--- config.mk ---
export PLATFORM = sky130hd
export DESIGN_NAME = core_alu_pipe
export DESIGN_NICKNAME = d
export VERILOG_FILES = /design/src/rtl/core_alu_pipe.sv
export SDC_FILE = /design/constraint.sdc
export NUM_CORES = 1
export LEC_CHECK = 0
export ABC_AREA = 0
export ABC_CLOCK_PERIOD_IN_PS = 6600
export CELL_PAD_IN_SITES_DETAIL_PLACEMENT = 0
export CELL_PAD_IN_SITES_GLOBAL_PLACEMENT = 1
export CORE_UTILIZATION = 40
export DETAILED_ROUTE_END_ITERATION = 7
export PLACE_DENSITY = 0.77
export SLEW_MARGIN = 20
export SYNTH_ARGS = -nofsm -noshare
export SYNTH_HDL_FRONTEND = slang
export SYNTH_SLANG_ARGS = --single-unit
--- constraint.sdc ---
create_clock -name clk -period 6.6 [get_ports clk]
set_input_delay 0.66 -clock clk [delete_from_list [all_inputs] [get_ports clk]]
set_output_delay 0.66 -clock clk [all_outputs]
set_load 0.01 [all_outputs]
--- src/rtl/core_alu_pipe.sv ---
// Pipelined Wishbone ALU: add/sub/mul/mac with a fixed LAT-cycle pipeline.
// Results are queued in a credit-protected FIFO that is read through the bus.
module core_alu_pipe #(
  parameter int          WIDTH     = 8,
  parameter int          LAT       = 8,
  parameter int          DEPTH     = 4,
  parameter logic [31:0] BASE_ADDR = 32'h3000_0100
) (
  input  logic        clk,
  input  logic        reset,
  input  logic        i_wb_cyc,
  input  logic        i_wb_stb,
  input  logic        i_wb_we,
  input  logic [31:0] i_wb_data,
  input  logic [31:0] i_wb_addr,
  output logic        o_wb_ack,
  output logic        o_wb_stall,
  output logic [31:0] o_wb_data
);

  localparam int              AW       = $clog2(DEPTH);
  localparam int              CW       = AW + 1;
  localparam logic [CW-1:0]   FULL_CNT = DEPTH[CW-1:0];
  localparam logic [5:0]      DEPTH6   = DEPTH[5:0];
  localparam logic [AW-1:0]   PTR_ONE  = AW'(1'b1);
  localparam logic [CW-1:0]   CNT_ONE  = CW'(1'b1);

  logic [WIDTH-1:0] opa_r, opb_r, opm_r;
  logic             uflow_r;
  logic [LAT-1:0]   valid_r;
  logic [1:0]       op_r [LAT];
  logic [WIDTH-1:0] pa_r [LAT];
  logic [WIDTH-1:0] pb_r [LAT];
  logic [WIDTH-1:0] pm_r [LAT];
  logic [WIDTH-1:0] mem_r [DEPTH];
  logic [AW-1:0]    wptr_r, rptr_r;
  logic [CW-1:0]    count_r;

  logic [31:0]      offset_s, status_s, rdata_s;
  logic             in_win_s, sel_opa_s, sel_opb_s, sel_opm_s, sel_cmd_s, sel_res_s, sel_sts_s;
  logic             req_s, acc_s, wr_acc_s, rd_acc_s;
  logic             launch_s, push_s, pop_s, uflow_set_s, uflow_clr_s;
  logic [5:0]       inflight_s, count6_s;
  logic [WIDTH-1:0] exit_res_s;
  logic             unused_s;

  assign offset_s  = i_wb_addr - BASE_ADDR;
  assign in_win_s  = (offset_s < 32'd24);
  assign sel_opa_s = in_win_s && (offset_s == 32'h0000_0000);
  assign sel_opb_s = in_win_s && (offset_s == 32'h0000_0004);
  assign sel_opm_s = in_win_s && (offset_s == 32'h0000_0008);
  assign sel_cmd_s = in_win_s && (offset_s == 32'h0000_000C);
  assign sel_res_s = in_win_s && (offset_s == 32'h0000_0010);
  assign sel_sts_s = in_win_s && (offset_s == 32'h0000_0014);

  assign req_s    = i_wb_cyc & i_wb_stb;
  assign count6_s = {{(6-CW){1'b0}}, count_r};

  // Credits: a CMD may launch only if every in-flight op still has a FIFO slot.
  assign o_wb_stall = reset & req_s & i_wb_we & sel_cmd_s & ((inflight_s + count6_s) >= DEPTH6);

  assign acc_s       = req_s & ~o_wb_stall;
  assign wr_acc_s    = acc_s & i_wb_we;
  assign rd_acc_s    = acc_s & ~i_wb_we;
  assign launch_s    = wr_acc_s & sel_cmd_s;
  assign push_s      = valid_r[LAT-1];
  assign pop_s       = rd_acc_s & sel_res_s & (count_r != {CW{1'b0}});
  assign uflow_set_s = rd_acc_s & sel_res_s & (count_r == {CW{1'b0}});
  assign uflow_clr_s = wr_acc_s & sel_sts_s & i_wb_data[2];
  assign unused_s    = ^i_wb_data[31:WIDTH];

  // Number of occupied pipeline stages.
  always_comb begin
    inflight_s = 6'd0;
    for (int i = 0; i < LAT; i++) begin
      inflight_s = inflight_s + {5'd0, valid_r[i]};
    end
  end

  // Arithmetic on the operands leaving the last pipeline stage.
  always_comb begin
    case (op_r[LAT-1])
      2'b00:   exit_res_s = pa_r[LAT-1] + pb_r[LAT-1];
      2'b01:   exit_res_s = pa_r[LAT-1] * pb_r[LAT-1];
      2'b10:   exit_res_s = pm_r[LAT-1] * pa_r[LAT-1] + pb_r[LAT-1];
      2'b11:   exit_res_s = pa_r[LAT-1] - pb_r[LAT-1];
      default: exit_res_s = {WIDTH{1'b0}};
    endcase
  end

  // STATUS word assembled from the current FIFO and pipeline state.
  always_comb begin
    status_s         = 32'd0;
    status_s[0]      = (count_r == {CW{1'b0}});
    status_s[1]      = (count_r == FULL_CNT);
    status_s[2]      = uflow_r;
    status_s[3]      = |valid_r;
    status_s[8 +: CW] = count_r;
  end

  // Read-data mux; an empty RESULT read and unmapped offsets return zero.
  always_comb begin
    rdata_s = 32'd0;
    if (sel_opa_s) begin
      rdata_s[WIDTH-1:0] = opa_r;
    end else if (sel_opb_s) begin
      rdata_s[WIDTH-1:0] = opb_r;
    end else if (sel_opm_s) begin
      rdata_s[WIDTH-1:0] = opm_r;
    end else if (sel_res_s && (count_r != {CW{1'b0}})) begin
      rdata_s[WIDTH-1:0] = mem_r[rptr_r];
    end else if (sel_sts_s) begin
      rdata_s = status_s;
    end else begin
      rdata_s = 32'd0;
    end
  end

  // Bus-side registers: operands, sticky underflow, ack and read data.
  always_ff @(posedge clk or negedge reset) begin
    if (!reset) begin
      opa_r     <= {WIDTH{1'b0}};
      opb_r     <= {WIDTH{1'b0}};
      opm_r     <= {WIDTH{1'b0}};
      uflow_r   <= 1'b0;
      o_wb_ack  <= 1'b0;
      o_wb_data <= 32'd0;
    end else begin
      o_wb_ack <= acc_s & in_win_s;
      if (rd_acc_s && in_win_s) o_wb_data <= rdata_s;
      if (wr_acc_s && sel_opa_s) opa_r <= i_wb_data[WIDTH-1:0];
      if (wr_acc_s && sel_opb_s) opb_r <= i_wb_data[WIDTH-1:0];
      if (wr_acc_s && sel_opm_s) opm_r <= i_wb_data[WIDTH-1:0];
      if (uflow_set_s) begin
        uflow_r <= 1'b1;
      end else if (uflow_clr_s) begin
        uflow_r <= 1'b0;
      end
    end
  end

  // Operation pipeline: valid, op and operand snapshot shift one stage per cycle.
  always_ff @(posedge clk or negedge reset) begin
    if (!reset) begin
      valid_r <= {LAT{1'b0}};
      for (int i = 0; i < LAT; i++) begin
        op_r[i] <= 2'b00;
        pa_r[i] <= {WIDTH{1'b0}};
        pb_r[i] <= {WIDTH{1'b0}};
        pm_r[i] <= {WIDTH{1'b0}};
      end
    end else begin
      valid_r <= {valid_r[LAT-2:0], launch_s};
      op_r[0] <= i_wb_data[1:0];
      pa_r[0] <= opa_r;
      pb_r[0] <= opb_r;
      pm_r[0] <= opm_r;
      for (int i = 1; i < LAT; i++) begin
        op_r[i] <= op_r[i-1];
        pa_r[i] <= pa_r[i-1];
        pb_r[i] <= pb_r[i-1];
        pm_r[i] <= pm_r[i-1];
      end
    end
  end

  // Result FIFO; credits guarantee a push never meets a full queue.
  always_ff @(posedge clk or negedge reset) begin
    if (!reset) begin
      wptr_r  <= {AW{1'b0}};
      rptr_r  <= {AW{1'b0}};
      count_r <= {CW{1'b0}};
      for (int i = 0; i < DEPTH; i++) begin
        mem_r[i] <= {WIDTH{1'b0}};
      end
    end else begin
      if (push_s) begin
        mem_r[wptr_r] <= exit_res_s;
        wptr_r        <= wptr_r + PTR_ONE;
      end
      if (pop_s) rptr_r <= rptr_r + PTR_ONE;
      case ({push_s, pop_s})
        2'b10:   count_r <= count_r + CNT_ONE;
        2'b01:   count_r <= count_r - CNT_ONE;
        default: count_r <= count_r;
      endcase
    end
  end

endmodule

==> results.toml, run 1 <==
[run_status]
outcome = "finished clean"

[floorplan]
io_pins = 103
die_h_um = 176
rows = 63
dieWidth_um = 176
die_area_um2 = 30800
start_util = 0.407
coreArea_um2 = 29600

[finish]
post-route-cell-area_um2 = 13800
fin_nets = 1105
layout-drive-gt1-share = 0.105
area_growth_pct = 14.6
fin_util = 0.466
diodes = 0
n_fill_cell = 2654

[cts]
cts_tree = "yes"
h-tree-depth = 1
cts_buffers = 25
clock_latency_ns = 0.51
clk_pin_slew_ns = 0.07
cts_resized = 0
cts_root_buf = "clkbuf_16"
post_cts_buffers = 0
cts.sinks = 292
cts.path.max_buffers = 3
hold_buffers = 0

[synth]
yosysSeqAreaShare = 0.606
async_flop_share = 1.00
yosys_warnings = 0
yosysTopAreaCell = "dfrtp_1"
synth_area_leaders = "dfrtp_1, fa_1, ha_1"
synth_flop_cell = "dfrtp_1"
ys_types = 60
synth-seq-cells = 292
synthCells = 883
synth_top_area_share = 0.606
synth_area_um2 = 12100
syn_area_per_cell_um2 = 13.7
synth-edff-count = 0

[critical_path]
path_max_fanout = 3
path_class = "flop to primary output"
endpoint_kind = "primary output"
crit_required_ns = 5.94
startpoint_type = "flop"
worst_ep_arrival_time_ns = 4.74

[placed_design]
dp.final_hpwl_um = 14300
placed_cell_area_um2 = 12900
portBuffers = 57
dp_slack_ns = 1.21
gp_congestion = 0.844

[hold_path]
hold_class = "primary input to asynchronous set/reset pin"

[sta]
clock-skew-final_ns = 0.0137
fin_tns_setup_ns = 0
maxSlewViolCount = 0
final.min_clock_period_ns = 5.40
rsz0062_at_grt = "false"
fin_ws_ns = 1.20
slew_headroom = 0.487
hold_viol = 0
fmax_ghz = 0.185
tightest_slew_ns = 0.768
setup_viol = 0
finalCritPeriodShare = 0.819

[pwr]
power.density_nw_per_um2 = 244
p_leak_nw = 6.88
power_w = 0.00337
ir_worst_vdd_mv = 0.169

[route]
wl_per_cell_um = 15.3
drt_first_iter_violations = 375
vias = 6374
drc = 0
first_pass_iters = 4
routed_via_density = 4.72
final_antenna_net_count = 0
drt-total-wl_um = 20700

[global_routing]
global_route.overflow_total = 0
grt_pass1_wl_um = 35100
grt_max_degree = 204
groute.usage.overall = 0.143
antenna_found_initial = 0
grt_pass1_vias = 6733

[run]
drv_cap = 0
-- report_power, final --
part | leakage, nW | internal, W | total (W) | switching (W)
clock network | 0.414 | 0.000875 | 0.00148 | 0.000606
logic | 2.44 | 0.0000340 | 0.0000962 | 0.0000623
registers | 4.02 | 0.00179 | 0.00180 | 0.00000156
-- cell families (layout without fill, tap and decap cells) --
kind of cell,after synthesis,count (layout),share of synthesized area
adders and majority gates,93,93,0.120
muxes,58,58,0.0611
buffers and inverters,134,191,0.0498
other,1,21,0.000311
xor gates and xnor gates,51,51,0.0416
DFF,292,292,0.606
AOI/OAI and AO/OA,85,85,0.0474
and+or+nand+nor,169,169,0.0739
-- routing by layer --
metal / vias up / GRT usage / part of all wire / wire (µm)
li1: 2987 / - / - / -
met1: 3211 / 0.194 / 0.43 / 8940
met2: 146 / 0.236 / 0.49 / 10100
met3: 30 / 0.0258 / 0.061 / 1260
met4: 0 / 0.0428 / 0.018 / 369
met5: - / 0 / 0 / 0
-- Yosys cell counts (5+ instances only) --
master,instances
mux2i_1,8
o21ai_0,20
nor3_1,11
a21o_1,5
dfrtp_1,292
and2_1,34
fa_1,37
a21oi_1,21
nor4_1,5
xor2_1,11
mux2_2,40
nor2_1,24
inv_1,88
xnor2_1,36
a221oi_1,9
clkbuf_1,15
mux4_2,8
buf_4,23
ha_1,56
nand3_1,9
nand2_1,63
a31oi_1,5
-- placed cells by master (no fill, tap or decap), types with 21 or more instances in the layout --
master | netlist | final
nor2_1 | 24 | 24
nand2_1 | 63 | 63
ha_1 | 56 | 56
xnor2_1 | 36 | 36
fa_1 | 37 | 37
a21oi_1 | 21 | 21
and2_1 | 34 | 34
inv_1 | 88 | 88
conb_1 | 1 | 21
clkbuf_16 | 0 | 25
dfrtp_1 | 292 | 292
clkdlybuf4s50_1 | 0 | 56
mux2_2 | 40 | 40
-- critical path: stages (launching register included) --
cell	delay, ns
dfrtp_1	0.41
fa_1	0.54
inv_1	0.05
fa_1	0.50
fa_1	0.43
fa_1	0.43
fa_1	0.39
a2111oi_0	0.38
a21oi_1	0.08
o311a_1	0.34
nand4_1	0.12
nor3_1	0.07
clkdlybuf4s50_1	0.49
-- per-stage QoR --
step | hold slack (ns) | instances
global placement | 0.331 | 1305
detailed placement | 0.335 | 1305
floorplan | 0.331 | 903
global route | 0.208 | 1350
finish | 0.160 | 1350
CTS | 0.181 | 1349
-- state kept, by name, indices dropped and copies added (netlist names), 11 cells and up --
| register | cells |
|---|---|
| mem_r | 32 |
| o_wb_data | 11 |
| op_r | 16 |
| pa_r | 64 |
| pb_r | 64 |
| pm_r | 64 |
-- final timing paths --
| kind | startpoint | to | slack [ns] | depth (start not counted) |
|---|---|---|---|---|
| setup / recovery | valid_r[0] | o_wb_stall | 1.20 | 12 |
| hold reg to reg | pm_r[34] | pm_r[26] | 0.34 | 0 |
| min in group clk | pm_r[34] | pm_r[26] | 0.34 | 0 |
| setup reg to reg | pa_r[1] | mem_r[15] | 1.26 | 16 |
| max in group asynchronous | reset | pm_r[17] | 4.97 | 3 |
| hold / removal | reset | opm_r[3] | 0.16 | 1 |
-- final cells by class --
type / count / area [µm²] / area share
inverters: 88 / 330 / 0.0239
flip-flops and latches: 292 / 7310 / 0.529
clock buffers: 30 / 664 / 0.0481
repair buffers: 59 / 623 / 0.0451
multi-input cells: 477 / 4220 / 0.306
clock inverters: 14 / 179 / 0.0130
well taps: 390 / 488 / 0.0353
Note: power is estimated with default switching activity, not from simulation.
==> inputs of run 2 (changes only) <==
--- a/config.mk
+++ b/config.mk
@@ -6,12 +6,12 @@
 export NUM_CORES = 1
 export LEC_CHECK = 0
 export ABC_AREA = 0
-export ABC_CLOCK_PERIOD_IN_PS = 6600
+export ABC_CLOCK_PERIOD_IN_PS = 4460
 export CELL_PAD_IN_SITES_DETAIL_PLACEMENT = 0
 export CELL_PAD_IN_SITES_GLOBAL_PLACEMENT = 1
 export CORE_UTILIZATION = 40
 export DETAILED_ROUTE_END_ITERATION = 7
-export PLACE_DENSITY = 0.77
+export PLACE_DENSITY = 0.8
 export SLEW_MARGIN = 20
 export SYNTH_ARGS = -nofsm -noshare
 export SYNTH_HDL_FRONTEND = slang
==> constraint.sdc (replaced) <==
create_clock -name clk -period 4.46 [get_ports clk]
set_input_delay 0.446 -clock clk [delete_from_list [all_inputs] [get_ports clk]]
set_output_delay 0.446 -clock clk [all_outputs]
set_load 0.01 [all_outputs]
==> run 2 against run 1 <==
The flow now finishes with violations (setup timing). Clock skew is 0.0049 ns lower. Via count grew 2.7%. Global-route usage rose by 0.63 points. Combinational power grew 52%. Clock-buffer cell count up 4. Power up 59%. Die area unchanged. Worst setup slack worse by 1.3 ns. Cell count up 4.6%. Critical endpoint unchanged. Largest cell class unchanged. Largest power group unchanged. Highest routed layer unchanged.
==> results.toml, run 2 (same netlist as run 1, synthesis figures left out) <==
[critical_path]
rrSetupSlack_ns = 0.06
worst_ep_arrival_time_ns = 4.08
startpoint_type = "flop"
r2r_end = "mem_r[7]"
crit_required_ns = 4.01
reg2reg_from = "pa_r[1]"
reg2reg_depth = 16
path_max_fanout = 2
endpoint_kind = "primary output"
path_class = "flop to primary output"

[cts]
cts_tree = "yes"
cts.path.max_buffers = 3
clock_latency_ns = 0.51
cts.sinks = 292
h-tree-depth = 1
cts_buffers = 26
clk_pin_slew_ns = 0.06
cts_root_buf = "clkbuf_16"

[pwr]
ir_worst_vdd_mv = 0.264
p_leak_nw = 7.25
power.density_nw_per_um2 = 367

[route]
first_pass_iters = 5
vias = 6544
drt_first_iter_violations = 275
drt-total-wl_um = 21700
final_antenna_net_count = 0
drc = 0
routed_via_density = 4.63
wl_per_cell_um = 15.4

[global_routing]
grt_max_degree = 157
global_route.overflow_total = 0
groute.usage.overall = 0.150
grt_pass1_vias = 7001
grt_pass1_wl_um = 36600
antenna_found_initial = 0

[sta]
slew_headroom = 0.470
finalCritPeriodShare = 1.01
fin_tns_setup_ns = -0.0643
clock-skew-final_ns = 0.00877
fmax_ghz = 0.221
hold_viol = 0
fin_ws_ns = -0.0643
final.min_clock_period_ns = 4.52
maxSlewViolCount = 0
rsz0062_at_grt = "true"
setup_viol = 1
tightest_slew_ns = 0.794

[placed_design]
placed_cell_area_um2 = 13300
gp_congestion = 0.846
portBuffers = 57
dp_slack_ns = -0.316
dp.final_hpwl_um = 15200
place_inst = 1353

[finish]
post-route-cell-area_um2 = 14600
fin_cells = 1412
n_fill_cell = 2589
layout_commonest_cell = "dfrtp_1"
diodes = 0
fin_util = 0.492
fin_nets = 1164
reg.largest.list = "pa_r x64, pb_r x64, pm_r x64"
mostFrequentLayoutCells = "dfrtp_1, inv_1, nand2_1"
layout-drive-gt1-share = 0.191
area_growth_pct = 20.9

[run_status]
outcome = "finished with violations"
violations = "setup timing"

[hold_path]
hold_depth = 0
hp-start = "pb_r[10]"
hold-path-endpoint = "pb_r[2]"
hold_class = "flop to flop"

[run]
drv_cap = 0

[floorplan]
io_pins = 103
die_h_um = 176
start_util = 0.407
die_area_um2 = 30800
dieWidth_um = 176
rows = 63
coreArea_um2 = 29600
[run 2: power by group]
| group | switching, W | total, W | internal (W) |
|---|---|---|---|
| clock | 0.000911 | 0.00255 | 0.00164 |
| combinational | 0.0000956 | 0.000146 | 0.0000504 |
| sequential | 0.00000259 | 0.00266 | 0.00266 |
| total | 0.00101 | 0.00535 | 0.00434 |
[run 2: final cells by class]
type,count,area [µm²],area share
Clock buffer,34,742,0.0509
Clock inverter,14,275,0.0189
Inverter,88,330,0.0227
Multi-Input combinational cell,477,4370,0.300
Sequential cell,292,7320,0.502
Tap cell,390,488,0.0335
Timing Repair Buffer,117,1050,0.0724
[run 2: timing repair]
item / CTS / global route
pin swaps: 27 / 25
setup buffers: 8 / 2
endpoints found under the hold margin: 79 / 0
endpoints found under the setup margin: 9 / 12
hold buffers: 1 / 0
gates resized for setup: 33 / 11
[run 2: worst max-delay path: stages (launching register included)]
cell and delay [ns]:
dfrtp_1 0.40, fa_1 0.55, inv_2 0.04, fa_1 0.48, fa_1 0.43, fa_2 0.37
fa_2 0.38, a2111oi_4 0.21, a21oi_2 0.06, o311a_1 0.32, nand4_1 0.12, nor3_1 0.05
buf_2 0.15
[run 2: stage by stage]
step | hold slack [ns] | total power, W
floorplan | 0.150 | 0.00276
global placement | 0.332 | 0.00285
detailed placement | 0.335 | 0.00286
CTS | 0.345 | 0.00541
global route | 0.348 | 0.00554
finish | 0.345 | 0.00535
[run 2: metal layers]
layer,global-route usage,wire length [µm],vias up
met5,0,0,-
met4,0.0333,339,0
met3,0.0249,938,27
met2,0.255,10700,125
met1,0.201,9760,3285
li1,-,-,3107
[run 2: worst max-delay path by stage]
| stage | slack (ns) | start | end |
|---|---|---|---|
| after floorplan | 0.01 | pa_r[1] | mem_r[15] |
| after CTS | -0.32 | valid_r[1] | o_wb_stall |
| after global placement | -0.25 | pa_r[2] | mem_r[7] |
| after global routing | -0.25 | valid_r[0] | o_wb_stall |
| final | -0.06 | valid_r[0] | o_wb_stall |
| after detailed placement | -0.32 | pa_r[2] | mem_r[7] |
